<file path="src/rtl/clk_div_pkg.sv">
// Shared types and constants for the clk_div_sched block.
//   state_t : scheduling controller states
//   MIN_DIV : smallest divide ratio that produces a well-formed period
package clk_div_pkg;

    typedef enum logic [1:0] {
        IDLE = 2'd0,
        RUN  = 2'd1,
        PEND = 2'd2,
        STOP = 2'd3
    } state_t;

    localparam int MIN_DIV = 2;

endpackage

</file>
<file path="src/rtl/clk_div_sched_cnt.sv">
// Period counter for clk_div_sched. Counts 0..div-1 and wraps.
// Ports:
//   clk, rst : clock, synchronous active-high reset
//   en       : advance the counter this cycle
//   clr      : force the counter to zero (wins over en)
//   div      : ratio currently in force
//   cnt      : current position inside the period
//   wrap     : cnt is on the last cycle of the period
module clk_div_cnt #(
    parameter int CNT_W = 8
) (
    input  logic             clk,
    input  logic             rst,
    input  logic             en,
    input  logic             clr,
    input  logic [CNT_W-1:0] div,
    output logic [CNT_W-1:0] cnt,
    output logic             wrap
);

    assign wrap = (cnt == (div - CNT_W'(1)));

    // cnt < div <= 2^CNT_W-1, so the increment never overflows.
    always_ff @(posedge clk) begin
        if (rst) begin
            cnt <= '0;
        end else if (clr) begin
            cnt <= '0;
        end else if (en) begin
            cnt <= wrap ? '0 : cnt + CNT_W'(1);
        end
    end

endmodule

</file>
<file path="src/rtl/clk_div_sched.sv">
// Programmable clock-enable divider with period-boundary scheduling.
// Emits a one-cycle tick on the last cycle of each period plus a divided
// phase waveform. Ratio changes arrive over a valid/ready handshake and are
// applied only at a period boundary.
// Ports:
//   clk, rst  : clock, synchronous active-high reset
//   run       : level, 1 = generate periods, 0 = stop at next boundary
//   cfg_div   : requested ratio, cfg_valid/cfg_ready handshake
//   cfg_err   : one-cycle pulse, accepted request had cfg_div < MIN_DIV
//   tick      : last cycle of each period
//   phase     : high for the first floor(div/2) cycles of each period
//   cur_div   : ratio in force
//   busy      : controller not idle
//
// state | meaning
// IDLE  | counter held at 0, no ticks; ratio may be rewritten directly
// RUN   | periods generated; requests accepted
// PEND  | new ratio latched, old period finishing; no requests accepted
// STOP  | run dropped, current period finishing; run=1 resumes seamlessly
module clk_div_sched
    import clk_div_pkg::*;
#(
    parameter int CNT_W       = 8,
    parameter int DEFAULT_DIV = 3
) (
    input  logic             clk,
    input  logic             rst,
    input  logic             run,
    input  logic [CNT_W-1:0] cfg_div,
    input  logic             cfg_valid,
    output logic             cfg_ready,
    output logic             cfg_err,
    output logic             tick,
    output logic             phase,
    output logic [CNT_W-1:0] cur_div,
    output logic             busy
);

    state_t           state_q, state_d;
    logic [CNT_W-1:0] div_q, div_d;
    logic [CNT_W-1:0] pend_div_q, pend_div_d;
    logic             cfg_err_q, cfg_err_d;
    logic [CNT_W-1:0] cnt;
    logic             wrap;
    logic             accept;
    logic             div_ok;
    logic             cnt_en;
    logic             cnt_clr;

    assign cfg_ready = (state_q == IDLE) || (state_q == RUN);
    assign accept    = cfg_valid && cfg_ready;
    assign div_ok    = (cfg_div >= CNT_W'(MIN_DIV));

    // IDLE parks the counter at zero so RUN always starts a fresh period.
    assign cnt_clr = (state_q == IDLE);
    assign cnt_en  = (state_q != IDLE);

    clk_div_cnt #(
        .CNT_W (CNT_W)
    ) u_cnt (
        .clk  (clk),
        .rst  (rst),
        .en   (cnt_en),
        .clr  (cnt_clr),
        .div  (div_q),
        .cnt  (cnt),
        .wrap (wrap)
    );

    always_ff @(posedge clk) begin
        if (rst) begin
            state_q    <= IDLE;
            div_q      <= CNT_W'(DEFAULT_DIV);
            pend_div_q <= '0;
            cfg_err_q  <= 1'b0;
        end else begin
            state_q    <= state_d;
            div_q      <= div_d;
            pend_div_q <= pend_div_d;
            cfg_err_q  <= cfg_err_d;
        end
    end

    always_comb begin
        state_d    = state_q;
        div_d      = div_q;
        pend_div_d = pend_div_q;
        cfg_err_d  = accept && !div_ok;

        case (state_q)
            IDLE: begin
                if (accept && div_ok) begin
                    div_d = cfg_div;
                end
                if (run) begin
                    state_d = RUN;
                end
            end
            RUN: begin
                // A latched request takes priority over run=0; PEND's wrap
                // handling then decides between RUN and IDLE.
                if (accept && div_ok) begin
                    pend_div_d = cfg_div;
                    state_d    = PEND;
                end else if (!run) begin
                    state_d = STOP;
                end
            end
            PEND: begin
                if (wrap) begin
                    div_d   = pend_div_q;
                    state_d = run ? RUN : IDLE;
                end
            end
            STOP: begin
                // run wins on the wrap cycle too, so re-raising run never
                // inserts a dead cycle between periods.
                if (run) begin
                    state_d = RUN;
                end else if (wrap) begin
                    state_d = IDLE;
                end
            end
            default: begin
                state_d = IDLE;
            end
        endcase
    end

    assign busy    = (state_q != IDLE);
    assign tick    = busy && wrap;
    assign phase   = busy && (cnt < (div_q >> 1));
    assign cur_div = div_q;
    assign cfg_err = cfg_err_q;

endmodule

</file>
<file path="config.mk">
export PLATFORM = sky130hd
export DESIGN_NAME = clk_div_sched
export DESIGN_NICKNAME = d
export VERILOG_FILES = /design/src/rtl/clk_div_pkg.sv /design/src/rtl/clk_div_sched_cnt.sv /design/src/rtl/clk_div_sched.sv
export SDC_FILE = /design/constraint.sdc
export NUM_CORES = 1
export LEC_CHECK = 0
export BUFFER_PORTS_ARGS = -buffer_cell sky130_fd_sc_hd__buf_4
export CORE_UTILIZATION = 35
export DETAILED_ROUTE_END_ITERATION = 10
export PLACE_DENSITY = 0.53
export SYNTH_ARGS = -nofsm -noshare
export SYNTH_HDL_FRONTEND = slang
export SYNTH_SLANG_ARGS = --single-unit
</file>
<file path="constraint.sdc">
create_clock -name clk -period 8.3 [get_ports clk]
set_input_delay 1.66 -clock clk [delete_from_list [all_inputs] [get_ports clk]]
set_output_delay 1.66 -clock clk [all_outputs]
set_load 0.02 [all_outputs]
</file>
==> flow_summary.json, run 1 <==
{
  "p_leak_nw": 0.773,
  "p_per_area_nw_per_um2": 174,
  "max-slew-margin-rel_pct": 50.4,
  "synth_area_leaders": "dfxtp_1, ha_1, nor2_1",
  "synth_cell_types": 42,
  "area_growth_pct": 16.6,
  "r2r-start": "cur_div[2]$_SDFFE_PP0P_",
  "path_clk_slew_ns": 0.11,
  "layout_commonest_cell": "dfxtp_1",
  "cts_num_sinks": 27,
  "post_cts_buffers": 0,
  "die_y_um": 68.4,
  "fin_nets": 219,
  "grt_usage_pct": 16.4,
  "critical_path.startpoint_type": "flip-flop",
  "layout_common_cells": "dfxtp_1, nor2_1, buf_4",
  "final_util_pct": 43.8,
  "swShare_pct": 32.4,
  "r2r_end": "cur_div[0]$_SDFFE_PP1P_",
  "setup_viol": 0,
  "cts_tree": "done",
  "rows": 23,
  "core_area_sq_um": 4120,
  "ctsResizeCount": 0,
  "min_period_ns": 4.32,
  "synth_fp_nets": 197,
  "drt-wirelength-per-cell_um": 14.2,
  "p_clk_share_pct": 25.7,
  "r2r_cells": 6,
  "io_pins": 25,
  "dieArea_sq_um": 4680,
  "fmax_mhz": 232,
  "start_util_pct": 37.5,
  "total_power_mw": 0.313,
  "grt_pass1_wl_mm": 5.65,
  "drv_cap": 0,
  "port_buffers": 24,
  "htree_num_levels": 1,
  "yosys_warnings": 0,
  "synth-seq-cells": 27,
  "clk_latency_ns": 0.28,
  "final_hold_viol_count": 0,
  "required_ns": 6.64,
  "overflow": 0,
  "clk_path_buf_depth": 2,
  "min_period_over_period_pct": 52.0,
  "synth_area_leader_cell": "dfxtp_1",
  "syn-cell-area_sq_um": 1550,
  "root_buffer": "clkbuf_8",
  "synth_seq_area_share_pct": 35.0,
  "die_x_um": 68.4,
  "hold_depth": 2,
  "rsz0062_at_grt": "false",
  "vdd_ir_drop_max_mv": 0.118,
  "tightest_slew_ns": 0.738,
  "syn_inst": 177,
  "via_count": 1256,
  "grt_max_degree": 18,
  "finClkSkew_ns": 0.00785,
  "path_class": "flip-flop to output pin",
  "gp_congestion": 0.882,
  "cp_max_fo": 9,
  "drtIter0Drc": 53,
  "p_int_mw": 0.212,
  "synth_top_area_share_pct": 35.0,
  "antenna_cells": 0,
  "first_global_vias": 1232,
  "slew_viol_final": 0,
  "reg2reg_slack_ns": 5.51,
  "hold_buffers": 0,
  "hold_end": "cur_div[1]$_SDFFE_PP1P_",
  "dp_hpwl_mm": 2.69,
  "fin_tns_setup_ns": 0,
  "wirelength_mm": 3.52,
  "vias_per_cell": 5.06,
  "final_layout_size_suffix_gt1_share_pct": 19.2,
  "cts_made_buffers": 3,
  "worst_setup_path_end_kind": "output pin",
  "drc": 0,
  "drtAntennaViolNets": 0,
  "hp-class": "flip-flop to flip-flop",
  "holdCritStartpoint": "pend_div_q[1]$_SDFFE_PP0P_",
  "antenna_found_initial": 0,
  "p_sw_mw": 0.101,
  "seqPwrFrac_pct": 47.7,
  "firstDrtPassIters": 4,
  "critical_path_arrival_ns": 2.66,
  "syn_avg_cell_area_sq_um": 8.73,
  "outcome": "finished, final reports clean",
  "combPwrFrac_pct": 26.5
}
[how the worst max path moves through the flow]
stage | slack [ns] | depth (start not counted) | to | start
CTS | 3.95 | 6 | tick | cur_div[2]$_SDFFE_PP0P_
detailed placement | 4.30 | 6 | tick | cur_div[2]$_SDFFE_PP0P_
floorplan | 4.36 | 6 | tick | cur_div[2]$_SDFFE_PP0P_
finish | 3.98 | 6 | tick | cur_div[2]$_SDFFE_PP0P_
global placement | 4.35 | 6 | tick | cur_div[2]$_SDFFE_PP0P_
global route | 3.85 | 6 | tick | cur_div[2]$_SDFFE_PP0P_
[synthesized netlist by cell type]
library cell,number
a2111o_1,1
a221oi_1,1
xnor2_1,9
a2111oi_0,1
or3_2,1
dfxtp_1,27
nor4_1,2
nor2_1,26
a211oi_1,2
a21o_1,3
nor3b_4,1
nand4_1,3
inv_1,16
or3_4,1
or4_1,1
clkbuf_1,3
and2_2,1
nand2_1,7
and2_1,6
a221o_1,6
nand3b_1,3
nor4_4,1
buf_2,2
ha_1,8
nor3b_1,1
o22ai_2,1
buf_6,1
buf_1,1
nand3_1,2
a222oi_1,2
o21ai_0,3
a31o_2,1
a21oi_1,5
or3_1,2
or2_2,2
nor4b_1,1
nor3_1,5
nand2b_1,4
mux2i_1,7
o21a_1,1
xor2_1,5
o31a_2,1
[critical path, cell delays in order (launching register included)]
cell	delay, ns
dfxtp_1	0.41
or3_4	0.43
or3_1	0.36
a2111o_1	0.45
nor4_4	0.39
and2_2	0.21
buf_4	0.13
[layout make-up]
class | count | area [sq um]
inverters | 16 | 60.1
clock inverters | 1 | 8.76
repair buffers | 24 | 180
fillers | 422 | 2310
flip-flops and latches | 27 | 541
multi-input cells | 127 | 908
well taps | 50 | 62.6
clock buffers | 3 | 41.3
[power groups by stage]
stage	clock, mW	sequential [mW]	combinational (mW)
5_1_grt	0.0891	0.151	0.0907
6_report	0.0806	0.149	0.0831
4_1_cts	0.0844	0.149	0.0840
2_1_floorplan	0	0.152	0.0572
3_3_place_gp	0	0.152	0.0828
3_5_place_dp	0	0.152	0.0829
[registers in the layout, indices dropped and copies added (netlist names)]
signal and cells:
cfg_err 1, cur_div 8, pend_div_q 8, state_q 2
u_cnt.cnt 8
[through the flow]
stage / instances / setup WS [ns] / hold slack (ns) / instance area [sq um]
global placement: 244 / 4.35 / 0.457 / 1750
floorplan: 177 / 4.36 / 0.434 / 1550
detailed placement: 244 / 4.30 / 0.462 / 1750
CTS: 248 / 3.95 / 0.479 / 1800
finish: 248 / 3.98 / 0.476 / 1800
global route: 248 / 3.85 / 0.510 / 1800
[routing by layer]
metal / global-route usage, % / wire, um / vias up / part of all wire, %
li1: - / - / 659 / -
met1: 20.5 / 1690 / 567 / 48
met2: 28.3 / 1710 / 28 / 48
met3: 3.50 / 113 / 2 / 3.2
met4: 3.91 / 14 / 0 / 0.40
met5: 0 / 0 / - / 0
[logic make-up after synthesis]
logic type | synth area share (%)
xor gates and xnor gates | 7.94
muxes | 4.53
and+or+nand+nor | 25.3
DFF | 35.0
adders and majority gates | 6.48
AOI/OAI and AO/OA | 14.6
buffers and inverters | 6.23
Note: power is estimated with default switching activity, not from simulation.
==> run 2: changes to the inputs <==
--- a/config.mk
+++ b/config.mk
@@ -8,7 +8,7 @@
 export BUFFER_PORTS_ARGS = -buffer_cell sky130_fd_sc_hd__buf_4
 export CORE_UTILIZATION = 35
 export DETAILED_ROUTE_END_ITERATION = 10
-export PLACE_DENSITY = 0.53
+export PLACE_DENSITY = 0.55
 export SYNTH_ARGS = -nofsm -noshare
 export SYNTH_HDL_FRONTEND = slang
 export SYNTH_SLANG_ARGS = --single-unit
==> constraint.sdc (replaced) <==
create_clock -name clk -period 3.6 [get_ports clk]
set_input_delay 0.72 -clock clk [delete_from_list [all_inputs] [get_ports clk]]
set_output_delay 0.72 -clock clk [all_outputs]
set_load 0.02 [all_outputs]
==> flow_summary.json, run 2 (synthesis results as in run 1) <==
{
  "hp-class": "flip-flop to flip-flop",
  "layout_commonest_cell": "dfxtp_1",
  "min_period_ns": 3.36,
  "rows": 23,
  "outcome": "finished, final reports clean",
  "final_hold_viol_count": 0,
  "layout_common_cells": "dfxtp_1, nor2_1, buf_4",
  "fill_cells": 421,
  "max-slew-margin-rel_pct": 45.6,
  "p_per_area_nw_per_um2": 395,
  "slowest_stage": "a2111o_1",
  "drc": 0,
  "grt_usage_pct": 17.1,
  "gp_congestion": 0.878,
  "io_pins": 25,
  "wirelength_mm": 3.53,
  "fin_tns_setup_ns": 0,
  "grt_max_degree": 15,
  "drv_cap": 0,
  "area_growth_pct": 16.3,
  "rsz0062_at_grt": "false",
  "ctsResizeCount": 0,
  "clk_path_buf_depth": 2,
  "cts_num_sinks": 27,
  "drtIter0Drc": 52,
  "die_x_um": 68.4,
  "core_area_sq_um": 4120,
  "dp_hpwl_mm": 2.82,
  "critical_path.startpoint_type": "flip-flop",
  "path_class": "flip-flop to output pin",
  "crit_family": "simple AND/OR/NAND/NOR gates",
  "drt-wirelength-per-cell_um": 14.2,
  "start_util_pct": 37.5,
  "setup_viol": 0,
  "critical_path_arrival_ns": 2.64,
  "path_cells": "or3_4 -> or3_1 -> a2111o_1 -> nor4_4 -> and2_2 -> buf_4",
  "tightest_slew_ns": 0.810,
  "fin_cells": 248,
  "root_buffer": "clkbuf_8",
  "drtAntennaViolNets": 0,
  "dieArea_sq_um": 4680,
  "swShare_pct": 31.5,
  "finClkSkew_ns": 0.00805,
  "die_y_um": 68.4,
  "antenna_cells": 0,
  "port_buffers": 24,
  "vdd_ir_drop_max_mv": 0.161,
  "final_layout_size_suffix_gt1_share_pct": 18.7,
  "antenna_found_initial": 0,
  "p_clk_share_pct": 24.3,
  "crit_buf_inv": 1,
  "cp_max_fo": 9,
  "slew_viol_final": 0,
  "clk_latency_ns": 0.27,
  "htree_num_levels": 1,
  "fin_nets": 219,
  "grt_pass1_wl_mm": 5.88,
  "via_count": 1280,
  "dpl.cell_count": 244,
  "post_cts_buffers": 0,
  "cts_made_buffers": 3,
  "overflow": 0,
  "vias_per_cell": 5.16,
  "p_leak_nw": 0.769,
  "min_period_over_period_pct": 93.2,
  "path_clk_slew_ns": 0.09,
  "p_sw_mw": 0.223,
  "max_stage_delay_ns": 0.46,
  "worst_setup_path_end_kind": "output pin",
  "required_ns": 2.88,
  "combPwrFrac_pct": 27.1,
  "cts_tree": "done",
  "firstDrtPassIters": 4,
  "first_global_vias": 1211,
  "p_int_mw": 0.486,
  "seqPwrFrac_pct": 48.6,
  "fmax_mhz": 298,
  "hold_buffers": 0
}
-- run 2: worst paths after layout --
kind | startpoint | slack [ns] | depth (start not counted) | end
max reg2reg | cur_div[2]$_SDFFE_PP0P_ | 0.81 | 6 | cur_div[1]$_SDFFE_PP1P_
min | pend_div_q[0]$_SDFFE_PP0P_ | 0.45 | 2 | cur_div[0]$_SDFFE_PP1P_
max | cur_div[2]$_SDFFE_PP0P_ | 0.24 | 6 | tick
min reg2reg | pend_div_q[0]$_SDFFE_PP0P_ | 0.45 | 2 | cur_div[0]$_SDFFE_PP1P_
-- run 2: power groups by stage --
stage | clock network [mW] | registers (mW) | logic (mW)
after floorplan | 0 | 0.350 | 0.132
after global placement | 0 | 0.350 | 0.191
after detailed placement | 0 | 0.351 | 0.194
after CTS | 0.179 | 0.345 | 0.195
after global routing | 0.194 | 0.349 | 0.213
final | 0.172 | 0.345 | 0.192
-- run 2: layer usage --
metal / part of all wire [%] / GRT usage (%) / vias to the layer above
met2: 51 / 30.4 / 25
met4: 0.71 / 4.69 / 0
li1: - / - / 655
met3: 2.4 / 2.50 / 2
met5: 0 / 0 / -
met1: 46 / 21.3 / 598
-- run 2: final cells by class --
class / count / area [sq um] / share of cell area (%)
Timing Repair Buffer: 24 / 180 / 10.0
Clock buffer: 4 / 45.0 / 2.51
Inverter: 16 / 60.1 / 3.34
Tap cell: 50 / 62.6 / 3.48
Sequential cell: 27 / 541 / 30.1
Multi-Input combinational cell: 127 / 908 / 50.6
-- run 2: worst reg2reg max path: stages (launching register included) --
cell      delay (ns)
dfxtp_1         0.40
or3_4           0.44
or3_1           0.35
a2111o_1        0.46
nor4_4          0.39
nor3b_4         0.46
a222oi_1        0.13
-- run 2: metrics by stage --
step | setup slack, ns | hold slack [ns] | total power [mW] | area (sq um) | util, %
after floorplan | 0.599 | 0.434 | 0.482 | 1550 | -
after global placement | 0.580 | 0.454 | 0.541 | 1750 | 42.6
after detailed placement | 0.527 | 0.445 | 0.545 | 1750 | 42.6
after CTS | 0.220 | 0.458 | 0.719 | 1800 | 43.7
after global routing | 0.127 | 0.497 | 0.756 | 1800 | 43.7
final | 0.244 | 0.455 | 0.710 | 1800 | 43.7
==> run 3: changes to the inputs <==
==> constraint.sdc (replaced) <==
create_clock -name clk -period 3.6 [get_ports clk]
set_input_delay 0.9 -clock clk [delete_from_list [all_inputs] [get_ports clk]]
set_output_delay 0.9 -clock clk [all_outputs]
set_load 0.02 [all_outputs]
==> flow_summary.json, run 3 (synthesis results as in run 1) <==
{
  "outcome": "finished, final reports clean",
  "critical_path_arrival_ns": 2.46,
  "dieArea_sq_um": 4680,
  "start_util_pct": 37.5,
  "final_hold_viol_count": 0,
  "holdWs_ns": 0.467,
  "final_layout_size_suffix_gt1_share_pct": 19.1,
  "fin_tns_setup_ns": 0,
  "required_ns": 2.70,
  "fin_area_sq_um": 1800,
  "path_clk_slew_ns": 0.09,
  "path_class": "flip-flop to output pin",
  "reg2reg_slack_ns": 0.87,
  "drt-wirelength-per-cell_um": 14.3,
  "drc": 0,
  "worst_setup_path_end_kind": "output pin",
  "die_x_um": 68.4,
  "slowest_stage": "a2111o_1",
  "min_period_over_period_pct": 93.3,
  "drtIter0Drc": 41,
  "vdd_ir_drop_max_mv": 0.145,
  "hold_end": "cur_div[1]$_SDFFE_PP1P_",
  "rows": 23,
  "antenna_cells": 0,
  "total_power_mw": 0.714,
  "min_period_ns": 3.36,
  "final_util_pct": 43.8,
  "p_per_area_nw_per_um2": 396,
  "hp-class": "flip-flop to flip-flop",
  "drtAntennaViolNets": 0,
  "grt_usage_pct": 17.2,
  "crit_family": "simple AND/OR/NAND/NOR gates",
  "post_cts_buffers": 0,
  "area_growth_pct": 16.8,
  "antenna_found_initial": 0,
  "port_buffers": 24,
  "setup_viol": 0,
  "finClkSkew_ns": 0.00189,
  "drv_cap": 0,
  "p_leak_nw": 0.775,
  "dp_hpwl_mm": 2.81,
  "cts_num_sinks": 27,
  "dpl.cell_count": 245,
  "crit_buf_inv": 1,
  "max-slew-margin-rel_pct": 47.0,
  "via_count": 1306,
  "grt_max_degree": 15,
  "tightest_slew_ns": 0.788,
  "fill_cells": 410,
  "slew_viol_final": 0,
  "io_pins": 25,
  "ctsResizeCount": 0,
  "p_int_mw": 0.489,
  "gp_congestion": 0.892,
  "clk_latency_ns": 0.27,
  "path_cells": "or3_4 -> or3_1 -> a2111o_1 -> nor4_4 -> and2_2 -> buf_4",
  "pre_cts_ws_ns": 0.516,
  "p_clk_share_pct": 24.4,
  "layout_commonest_cell": "dfxtp_1",
  "firstDrtPassIters": 4,
  "root_buffer": "clkbuf_8",
  "htree_num_levels": 1,
  "holdCritStartpoint": "pend_div_q[1]$_SDFFE_PP0P_",
  "cp_max_fo": 9,
  "critical_path.startpoint_type": "flip-flop",
  "clk_path_buf_depth": 2,
  "first_global_vias": 1323,
  "swShare_pct": 31.6,
  "grt_pass1_wl_mm": 5.99,
  "overflow": 0,
  "r2r-start": "cur_div[2]$_SDFFE_PP0P_",
  "die_y_um": 68.4,
  "vias_per_cell": 5.24,
  "layout_common_cells": "dfxtp_1, nor2_1, buf_4",
  "rsz0062_at_grt": "false",
  "layout_setup_ws_ns": 0.240,
  "place_area_sq_um": 1760,
  "hold_depth": 2,
  "cts_made_buffers": 3,
  "cts_tree": "done",
  "fmax_mhz": 298,
  "seqPwrFrac_pct": 48.3,
  "p_sw_mw": 0.225,
  "r2r_cells": 7,
  "hold_buffers": 0,
  "max_stage_delay_ns": 0.46,
  "combPwrFrac_pct": 27.3,
  "fin_nets": 220,
  "r2r_end": "cur_div[0]$_SDFFE_PP1P_",
  "core_area_sq_um": 4120,
  "wirelength_mm": 3.55,
  "fin_cells": 249
}
[run 3: changes by cell type in the layout (fill, tap and decap cells not counted)]
cell / delta
buf_4: +1
[run 3: how the worst max path moves through the flow]
stage                                 start  endpoint  slack, ns  cells after the start
finish              cur_div[2]$_SDFFE_PP0P_      tick       0.24                      6
floorplan           cur_div[2]$_SDFFE_PP0P_      tick       0.42                      6
global placement    cur_div[2]$_SDFFE_PP0P_      tick       0.57                      6
CTS                 cur_div[2]$_SDFFE_PP0P_      tick       0.21                      6
global route        cur_div[2]$_SDFFE_PP0P_      tick       0.13                      6
detailed placement  cur_div[2]$_SDFFE_PP0P_      tick       0.52                      6
[run 3: layout make-up]
| class | instances | area (sq um) | share of cell area (%) |
|---|---|---|---|
| Multi-Input combinational cell | 127 | 908 | 50.3 |
| Sequential cell | 27 | 541 | 30.0 |
| Tap cell | 50 | 62.6 | 3.47 |
| Clock buffer | 4 | 45.0 | 2.50 |
| Inverter | 16 | 60.1 | 3.33 |
| Timing Repair Buffer | 25 | 188 | 10.4 |
[run 3: worst register-to-register path: stages (launching register included)]
cell and delay (ns):
dfxtp_1 0.40, or3_4 0.43, or3_1 0.36, a2111o_1 0.46, nor4_4 0.24, buf_4 0.19, nor3b_4 0.38, a222oi_1 0.12
[run 3: routing by layer]
layer  vias to the layer above  track usage [%]  wire (um)
li1                        658                -          -
met1                       621             19.1       1560
met2                        21             32.0       1840
met3                         6             2.83         88
met4                         0             6.51         61
met5                         -                0          0
[run 3: power groups by stage]
stage | registers (mW) | clock network, mW | logic [mW]
6_report | 0.345 | 0.174 | 0.195
3_5_place_dp | 0.352 | 0 | 0.197
4_1_cts | 0.345 | 0.177 | 0.198
2_1_floorplan | 0.350 | 0 | 0.132
3_3_place_gp | 0.350 | 0 | 0.193
5_1_grt | 0.349 | 0.191 | 0.215
